$ cat src/rtl/seq_alu_if.sv
// Operand/result bundle between the A09 control sequencer and the clocked ALU.
interface seq_alu_if #(
  parameter int unsigned DATA_WIDTH = 8,
  parameter int unsigned FLAG_BITS  = 4
);
  logic                  start;
  logic [3:0]            func_op;
  logic [DATA_WIDTH-1:0] a;
  logic [DATA_WIDTH-1:0] b;
  logic                  load_flags;
  logic [FLAG_BITS-1:0]  flags_in;
  logic [DATA_WIDTH-1:0] y;
  logic [DATA_WIDTH-1:0] y_hi;
  logic [FLAG_BITS-1:0]  flags;
  logic                  busy;
  logic                  done;
  logic                  err;

  modport master (
    output start, func_op, a, b, load_flags, flags_in,
    input  y, y_hi, flags, busy, done, err
  );

  modport slave (
    input  start, func_op, a, b, load_flags, flags_in,
    output y, y_hi, flags, busy, done, err
  );
endinterface

$ cat src/rtl/seq_alu.sv
// Clocked ALU with persistent VNCZ flags and a shift-add multiplier that
// takes one partial product per clock.
module seq_alu #(
  parameter int unsigned DATA_WIDTH = 8,
  parameter int unsigned FLAG_BITS  = 4
) (
  input  logic      i_clk,
  input  logic      i_rst_n,
  seq_alu_if.slave  bus
);
  localparam int unsigned W     = DATA_WIDTH;
  localparam int unsigned CNT_W = $clog2(DATA_WIDTH + 1);

  localparam logic [3:0] OP_ADD = 4'b0000;
  localparam logic [3:0] OP_SUB = 4'b0001;
  localparam logic [3:0] OP_ADC = 4'b0010;
  localparam logic [3:0] OP_AND = 4'b0011;
  localparam logic [3:0] OP_OR  = 4'b0100;
  localparam logic [3:0] OP_SBC = 4'b0101;
  localparam logic [3:0] OP_XOR = 4'b0110;
  localparam logic [3:0] OP_CMP = 4'b0111;
  localparam logic [3:0] OP_SHL = 4'b1000;
  localparam logic [3:0] OP_SHR = 4'b1001;
  localparam logic [3:0] OP_ASR = 4'b1010;
  localparam logic [3:0] OP_ROL = 4'b1011;
  localparam logic [3:0] OP_MUL = 4'b1100;

  typedef enum logic {ST_IDLE, ST_MUL} state_t;

  state_t             r_state;
  logic [W-1:0]       r_y;
  logic [W-1:0]       r_y_hi;
  logic [FLAG_BITS-1:0] r_flags;
  logic               r_busy;
  logic               r_done;
  logic               r_err;
  logic [2*W-1:0]     r_acc;
  logic [2*W-1:0]     r_mcand;
  logic [W-1:0]       r_mplier;
  logic [CNT_W-1:0]   r_cnt;

  logic [W-1:0]       w_opb;
  logic               w_cin;
  logic [W:0]         w_sum;
  logic [W-1:0]       w_res;
  logic [W-1:0]       w_y;
  logic               w_c;
  logic               w_v;
  logic               w_legal;
  logic [FLAG_BITS-1:0] w_flags;
  logic [2*W-1:0]     w_acc_next;
  logic [FLAG_BITS-1:0] w_mul_flags;

  // Single-cycle datapath; subtraction forms A + ~B + carry so C=1 means no borrow.
  always_comb begin
    w_opb = bus.b;
    w_cin = 1'b0;
    case (bus.func_op)
      OP_SUB, OP_CMP: begin w_opb = ~bus.b; w_cin = 1'b1;       end
      OP_ADC:         begin w_opb = bus.b;  w_cin = r_flags[1]; end
      OP_SBC:         begin w_opb = ~bus.b; w_cin = r_flags[1]; end
      default:        ;
    endcase
    w_sum   = {1'b0, bus.a} + {1'b0, w_opb} + (W+1)'(w_cin);
    w_res   = w_sum[W-1:0];
    w_c     = w_sum[W];
    w_v     = 1'b0;
    w_legal = 1'b1;
    case (bus.func_op)
      OP_ADD, OP_ADC: w_v = (bus.a[W-1] == bus.b[W-1]) && (w_res[W-1] != bus.a[W-1]);
      OP_SUB, OP_SBC, OP_CMP:
                      w_v = (bus.a[W-1] != bus.b[W-1]) && (w_res[W-1] != bus.a[W-1]);
      OP_AND: begin w_res = bus.a & bus.b; w_c = 1'b0; end
      OP_OR:  begin w_res = bus.a | bus.b; w_c = 1'b0; end
      OP_XOR: begin w_res = bus.a ^ bus.b; w_c = 1'b0; end
      OP_SHL: begin w_res = {bus.a[W-2:0], 1'b0};        w_c = bus.a[W-1]; end
      OP_SHR: begin w_res = {1'b0, bus.a[W-1:1]};        w_c = bus.a[0];   end
      OP_ASR: begin w_res = {bus.a[W-1], bus.a[W-1:1]};  w_c = bus.a[0];   end
      OP_ROL: begin w_res = {bus.a[W-2:0], bus.a[W-1]};  w_c = bus.a[W-1]; end
      OP_MUL: ;
      default: w_legal = 1'b0;
    endcase
    // CMP reports the difference in its flags but passes A through.
    w_y        = (bus.func_op == OP_CMP) ? bus.a : w_res;
    w_flags    = '0;
    w_flags[3] = w_v;
    w_flags[2] = w_res[W-1];
    w_flags[1] = w_c;
    w_flags[0] = (w_res == '0);
  end

  always_comb begin
    w_acc_next     = r_acc + (r_mplier[0] ? r_mcand : '0);
    w_mul_flags    = '0;
    w_mul_flags[2] = w_acc_next[2*W-1];
    w_mul_flags[1] = (w_acc_next[2*W-1:W] != '0);
    w_mul_flags[0] = (w_acc_next == '0);
  end

  always_ff @(posedge i_clk) begin
    if (!i_rst_n) begin
      r_state  <= ST_IDLE;
      r_y      <= '0;
      r_y_hi   <= '0;
      r_flags  <= '0;
      r_busy   <= 1'b0;
      r_done   <= 1'b0;
      r_err    <= 1'b0;
      r_acc    <= '0;
      r_mcand  <= '0;
      r_mplier <= '0;
      r_cnt    <= '0;
    end else begin
      r_done <= 1'b0;
      r_err  <= 1'b0;
      case (r_state)
        ST_IDLE: begin
          if (bus.start && bus.func_op == OP_MUL) begin
            r_state  <= ST_MUL;
            r_busy   <= 1'b1;
            r_acc    <= '0;
            r_mcand  <= {W'(0), bus.a};
            r_mplier <= bus.b;
            r_cnt    <= CNT_W'(W);
            if (bus.load_flags) r_flags <= bus.flags_in;
          end else if (bus.start && w_legal) begin
            r_y     <= w_y;
            r_y_hi  <= '0;
            r_flags <= w_flags;
            r_done  <= 1'b1;
          end else if (bus.start) begin
            r_done <= 1'b1;
            r_err  <= 1'b1;
            if (bus.load_flags) r_flags <= bus.flags_in;
          end else if (bus.load_flags) begin
            r_flags <= bus.flags_in;
          end
        end
        ST_MUL: begin
          r_acc    <= w_acc_next;
          r_mcand  <= r_mcand << 1;
          r_mplier <= r_mplier >> 1;
          r_cnt    <= r_cnt - CNT_W'(1);
          if (r_cnt == CNT_W'(1)) begin
            r_y     <= w_acc_next[W-1:0];
            r_y_hi  <= w_acc_next[2*W-1:W];
            r_flags <= w_mul_flags;
            r_done  <= 1'b1;
            r_busy  <= 1'b0;
            r_state <= ST_IDLE;
          end
        end
        default: r_state <= ST_IDLE;
      endcase
    end
  end

  assign bus.y     = r_y;
  assign bus.y_hi  = r_y_hi;
  assign bus.flags = r_flags;
  assign bus.busy  = r_busy;
  assign bus.done  = r_done;
  assign bus.err   = r_err;
endmodule

$ cat src/flat_wrapper.sv
// flat-port wrapper written by rule: the top's interface ports become plain ports
module seq_alu_flat 
#(
  parameter int unsigned DATA_WIDTH = 8,
  parameter int unsigned FLAG_BITS  = 4
)
  (i_clk, i_rst_n, bus_start, bus_func_op, bus_a, bus_b, bus_load_flags, bus_flags_in, bus_y, bus_y_hi, bus_flags, bus_busy, bus_done, bus_err);
  seq_alu_if #(.DATA_WIDTH(DATA_WIDTH), .FLAG_BITS(FLAG_BITS)) bus_i ();
  input  logic i_clk;
  input  logic i_rst_n;
  input wire logic [$bits(bus_i.start)-1:0] bus_start;
  input wire logic [$bits(bus_i.func_op)-1:0] bus_func_op;
  input wire logic [$bits(bus_i.a)-1:0] bus_a;
  input wire logic [$bits(bus_i.b)-1:0] bus_b;
  input wire logic [$bits(bus_i.load_flags)-1:0] bus_load_flags;
  input wire logic [$bits(bus_i.flags_in)-1:0] bus_flags_in;
  output wire logic [$bits(bus_i.y)-1:0] bus_y;
  output wire logic [$bits(bus_i.y_hi)-1:0] bus_y_hi;
  output wire logic [$bits(bus_i.flags)-1:0] bus_flags;
  output wire logic [$bits(bus_i.busy)-1:0] bus_busy;
  output wire logic [$bits(bus_i.done)-1:0] bus_done;
  output wire logic [$bits(bus_i.err)-1:0] bus_err;
  assign bus_i.start = bus_start;
  assign bus_i.func_op = bus_func_op;
  assign bus_i.a = bus_a;
  assign bus_i.b = bus_b;
  assign bus_i.load_flags = bus_load_flags;
  assign bus_i.flags_in = bus_flags_in;
  assign bus_y = bus_i.y;
  assign bus_y_hi = bus_i.y_hi;
  assign bus_flags = bus_i.flags;
  assign bus_busy = bus_i.busy;
  assign bus_done = bus_i.done;
  assign bus_err = bus_i.err;
  seq_alu #(.DATA_WIDTH(DATA_WIDTH), .FLAG_BITS(FLAG_BITS)) u_core (.i_clk(i_clk), .i_rst_n(i_rst_n), .bus(bus_i));
endmodule
$ cat config.mk
export PLATFORM = sky130hd
export DESIGN_NAME = seq_alu_flat
export DESIGN_NICKNAME = d
export VERILOG_FILES = /design/src/rtl/seq_alu_if.sv /design/src/rtl/seq_alu.sv /design/src/flat_wrapper.sv
export SDC_FILE = /design/constraint.sdc
export NUM_CORES = 1
export LEC_CHECK = 0
export CAP_MARGIN = 10
export CORE_MARGIN = 2
export CORE_UTILIZATION = 29
export CTS_BUF_LIST = sky130_fd_sc_hd__clkbuf_2 sky130_fd_sc_hd__clkbuf_4 sky130_fd_sc_hd__clkbuf_8
export DETAILED_ROUTE_END_ITERATION = 8
export GPL_ROUTABILITY_DRIVEN = 0
export HOLD_SLACK_MARGIN = 0.15
export PLACE_DENSITY = 0.47
export SLEW_MARGIN = 20
export SYNTH_ARGS = -nofsm -noshare
export SYNTH_HDL_FRONTEND = slang
export SYNTH_SLANG_ARGS = --single-unit
$ cat constraint.sdc
create_clock -name i_clk -period 3.9 [get_ports i_clk]
set_clock_uncertainty 0.15 [all_clocks]
set_input_delay 0.78 -clock i_clk [delete_from_list [all_inputs] [get_ports i_clk]]
set_output_delay 0.78 -clock i_clk [all_outputs]
set_load 0.01 [all_outputs]
# Word level (Yosys, flattened, before mapping)
# Cells that the tools add are included.
# word_totals
ff_bits	68
latchBits	0
ram_bits	0
romBits	0
inputBits	28
mem_count	0
# op_classes
add_sub_neg	4
mul	0
div	0
order_cmp	0
eq_ne	20
shifts	0
n_mux	40
bitwise	6
n_reduce_logical	19
# op_table
operator	n
2-to-1 mux 8 bit	9
case mux 16 bit (2 select lines)	2
case mux 8 bit (7 select lines)	1
2-to-1 mux 16 bit	3
case mux 8 bit (2 select lines)	3
equality test 4 bit, second input constant	5
2-to-1 mux 4 bit	5
adder 16 bit	1
equality test 4 x 3 -> 1 bit, second input constant	4
zero test 16 bit	1
case mux 4 bit (2 select lines)	2
OR reduction 13 bit	1
case mux 1 bit (2 select lines)	5
OR reduction 2 bit	5
adder 8 x 8 -> 9 bit	1
adder 9 x 1 -> 9 bit	1
2-to-1 mux 1 bit	9
AND 8 bit	1
equality test 4 x 1 -> 1 bit, second input constant	2
equality test 4 x 2 -> 1 bit, second input constant	2
zero test 8 bit	1
NOT 8 bit	1
OR 8 bit	1
nonzero test 8 bit	1
other kinds (14)	22

# Longest topological paths before layout
# depth
depth_word	11
ltp_mapped	16

# Least setup slack after synthesis
# Ideal clock, no wire load.
# synth_timing
path_type	input port to flip-flop
start	in bus_func_op[0]
end	reg u_core.r_y[6], in the netlist u_core.bus.y[6]
setup_ns	0.131
arrival_ns	3.451
slack_ns	0.168
cell_stages	15
path_buffers	2
cell_sequence	clkbuf_1 > buf_2 > nand2b_1 > o21ai_0 > a32oi_1 > or2_2 > fa_1 > fa_1 > nand2b_1 > a211oi_1 > o21ai_0 > a31oi_1 > a211oi_1 > a21oi_1 > a21oi_1
# synth_via
elab_chain_len	10
# synth_rtl
item	line	source
from (decl)	flat_wrapper.sv:12	input wire logic [$bits(bus_i.func_op)-1:0] bus_func_op;
equality test 4 x 1 -> 1 bit (tied with other cells)	seq_alu.sv:58, seq_alu.sv:69	
OR reduction 3 bit (no line)	n/a	
2-to-1 mux 8 bit	n/a	
adder 8 x 8 -> 9 bit	seq_alu.sv:64	w_sum = {1'b0, bus.a} + {1'b0, w_opb} + (W+1)'(w_cin);
adder 9 x 1 -> 9 bit	seq_alu.sv:64	
case mux 8 bit (7 select lines)	seq_alu.sv:69	case (bus.func_op)
2-to-1 mux 8 bit	seq_alu.sv:84	w_y = (bus.func_op == OP_CMP) ? bus.a : w_res;
2-to-1 mux 8 bit	seq_alu.sv:126	end else if (bus.start && w_legal) begin
2-to-1 mux 8 bit	seq_alu.sv:118	if (bus.start && bus.func_op == OP_MUL) begin
case mux 8 bit (2 select lines)	seq_alu.sv:116	case (r_state)
to (signal assigned)	seq_alu.sv:127	r_y <= w_y;
to (signal assigned)	seq_alu.sv:145	r_y <= w_acc_next[W-1:0];
to (decl)	seq_alu.sv:31	logic [W-1:0] r_y;
# Several ways; a longest one is shown, not always the timed one. The select of a mux whose other input is x is not followed.
# A chain may end at the register's enable or synchronous reset.

# Worst setup path after layout
# layout_timing
start	in bus_func_op[2]
end	reg u_core.r_y[6], in the netlist u_core.bus.y[6]
# Same word-level chain as after synthesis.

==> results.tsv <==
metric	value	unit
status	finished clean	
globalRouteOverflowTotal	0	
hpwl	11000	um
finalCritPeriodShare	0.963	
area_growth_syn_to_layout	20.9	%
cts_setup_buffers	0	
synthSimpleGateAreaFrac	0.265	
yosysSeqAreaShare	0.267	
start_util	0.296	
ys_ff_latch	68	
io_buffers	50	
relSlewSlack	0.309	
p_clk_frac	0.376	
finalNetCount	790	
synthXorXnorAreaFrac	0.0530	
dr_total_vias	4747	
die-area	18700	um2
power.switching	0.000500	W
cp_data_required_time	4.00	ns
synth_fp_nets	744	
p_leak	2.51	nW
ys_warn_count	0	
wire_per_inst	15.6	um
yosysTopAreaCell	dfxtp_1	
p_total	0.00177	W
num_rows	48	
setup_viol	0	
grt_max_degree	76	
syn-cell-area	5100	um2
synth_cell_type_count	72	
pre_cts_ws	-0.487	ns
p_int	0.00127	W
hold_viol	0	
synth_compound_area_frac	0.232	
synthMuxAreaShare	0.0201	
synth_top_cell_area_share	0.267	
max_freq	266	MHz
die-width	137	um
drc	0	
drive_gt1_frac	0.0898	
synth_edf_count	0	
cts_tree	yes	
min_period	3.76	ns
ant_nets	0	
grt_usage	0.164	
arrival	3.85	ns
dr.pass1.iters	5	
netlist_instances	673	
async_flop_share	0	
synth_most_common_cell	nand2_1	
hold_class	reg2reg	
p_sw_frac	0.283	
syn_area_per_cell	7.58	um2
clkSlewWorstSetupHoldPaths	0.08	ns
numCtsBuffers	9	
viasPerCell	5.00	
slew_violations	0	
synth_adder_area_share	0.110	
core_area	17200	um2
ir_drop	142	uV
clock-sinks	68	
p_per_area	287	nW/um2
p_seq_frac	0.409	
grt_antenna_before_repair	0	
antenna_cells	0	
fin_ws	0.143	ns
tightestPinTransition	1.03	ns
design_area	6160	um2
dpl_cell_area	5910	um2
grt_pass1_vias	4601	
synth_top_family_by_area	simple AND/OR/NAND/NOR gates	
clock_path_buffers	2	
htreeDepth	3	
num_io_pins	51	
endpoint_kind	flip-flop	
grt_pass1_wl	24000	um
combPwrFrac	0.215	
die_h	137	um
drt-total-wl	14800	um
setup_tns	0	ns
worst-path-max-fanout	5	
worstSetupPathType	in2reg	
synth_area_leaders	dfxtp_1 (27%), ha_1 (9.8%), nand2_1 (6.8%), and2_1 (5.6%), a21oi_1 (5.5%)	
worstSkewPairLatency	0.37	ns
ys.flop_type	dfxtp_1	
startpoint_type	input pin	
drt-initial-drc-count	223	
max_cap_violations	0	
cts-root-buf	clkbuf_8	
ys_top_cells_by_count	nand2_1 (93), dfxtp_1 (68), a21oi_1 (56)	
whs	0.324	ns
power groups by stage:
stage / sequential (W) / combinational [W] / clock, W
floorplan: 0.000740 / 0.000221 / 0
global placement: 0.000741 / 0.000368 / 0
detailed placement: 0.000741 / 0.000371 / 0
CTS: 0.000725 / 0.000377 / 0.000690
global route: 0.000727 / 0.000421 / 0.000719
finish: 0.000725 / 0.000380 / 0.000666
cell usage in the layout, fill, tap and decap left out, types with 8 or more instances in the layout:
master           instances
clkbuf_8                10
nand2_1                 93
dfxtp_1                 67
ha_1                    40
clkdlybuf4s50_1         47
and2_1                  46
inv_1                   25
a31oi_1                 12
nand2b_1                12
nor2_1                  50
nand3_1                 17
a21oi_1                 56
mux2i_1                  8
xor2_1                   9
nor2b_1                 14
a21boi_0                14
xnor2_1                 20
buf_4                   27
o21ai_0                 49
layer usage:
metal	global-route usage	routed length [um]	vias up
met1	0.227	7360	2223
met2	0.263	6740	72
met4	0.0434	196	0
met5	0	0	-
li1	-	-	2439
met3	0.0281	457	13
timing repair:
item | in CTS | in global routing
endpoints found under the setup margin | 3 | 6
resized for setup | 3 | 5
endpoints found under the hold margin | 0 | 0
pin swaps | 1 | 1
hold buffers | 0 | 0
registers in the layout, indices dropped and copies added (netlist names), 4 cells and up:
register and flops:
u_core.r_mcand 16, u_core.r_mplier 8, u_core.bus.y_hi 8, u_core.bus.flags 4, u_core.r_acc 16, u_core.bus.y 8, u_core.r_cnt 4
final timing paths:
kind / startpoint / depth (start not counted) / slack, ns / end
worst max-delay path: bus_func_op[2] / 13 / 0.14 / u_core.bus.y[6]
worst max register to register: u_core.r_mplier[0] / 11 / 0.51 / u_core.bus.flags[1]
worst min register to register: u_core.r_acc[3] / 2 / 0.32 / u_core.r_acc[3]
worst min-delay path: u_core.r_acc[3] / 2 / 0.32 / u_core.r_acc[3]
critical path, cell delays in order:
cell             delay [ns]
clkdlybuf4s50_1        0.55
nand2b_4               0.17
a32oi_1                0.09
or2_2                  0.29
fa_1                   0.42
fa_1                   0.42
nand2b_4               0.17
a211oi_2               0.26
o21ai_1                0.15
a31oi_1                0.24
a211oi_1               0.11
a21oi_1                0.14
a21oi_1                0.07
cells by family (layout without fill, tap and decap cells):
family,count (synthesis),in the layout
buffers and inverters,67,118
and+or+nand+nor,268,268
xor gates and xnor gates,30,30
DFF,68,68
muxes,10,10
AOI/OAI and AO/OA,187,187
adders and majority gates,43,43
per-stage QoR:
step / util / std cells
after floorplan: - / 673
after global placement: 0.343 / 933
after detailed placement: 0.343 / 933
after CTS: 0.356 / 949
after global routing: 0.358 / 949
final: 0.358 / 949
final cells by class:
type / count / area, um2
inverters: 25 / 93.8
well taps: 225 / 282
flip-flops and latches: 68 / 1360
clock buffers: 11 / 145
repair buffers: 77 / 703
fillers: 1824 / 11100
multi-input cells: 538 / 3500
clock inverters: 5 / 75.1
(Power assumes the default switching activity.)
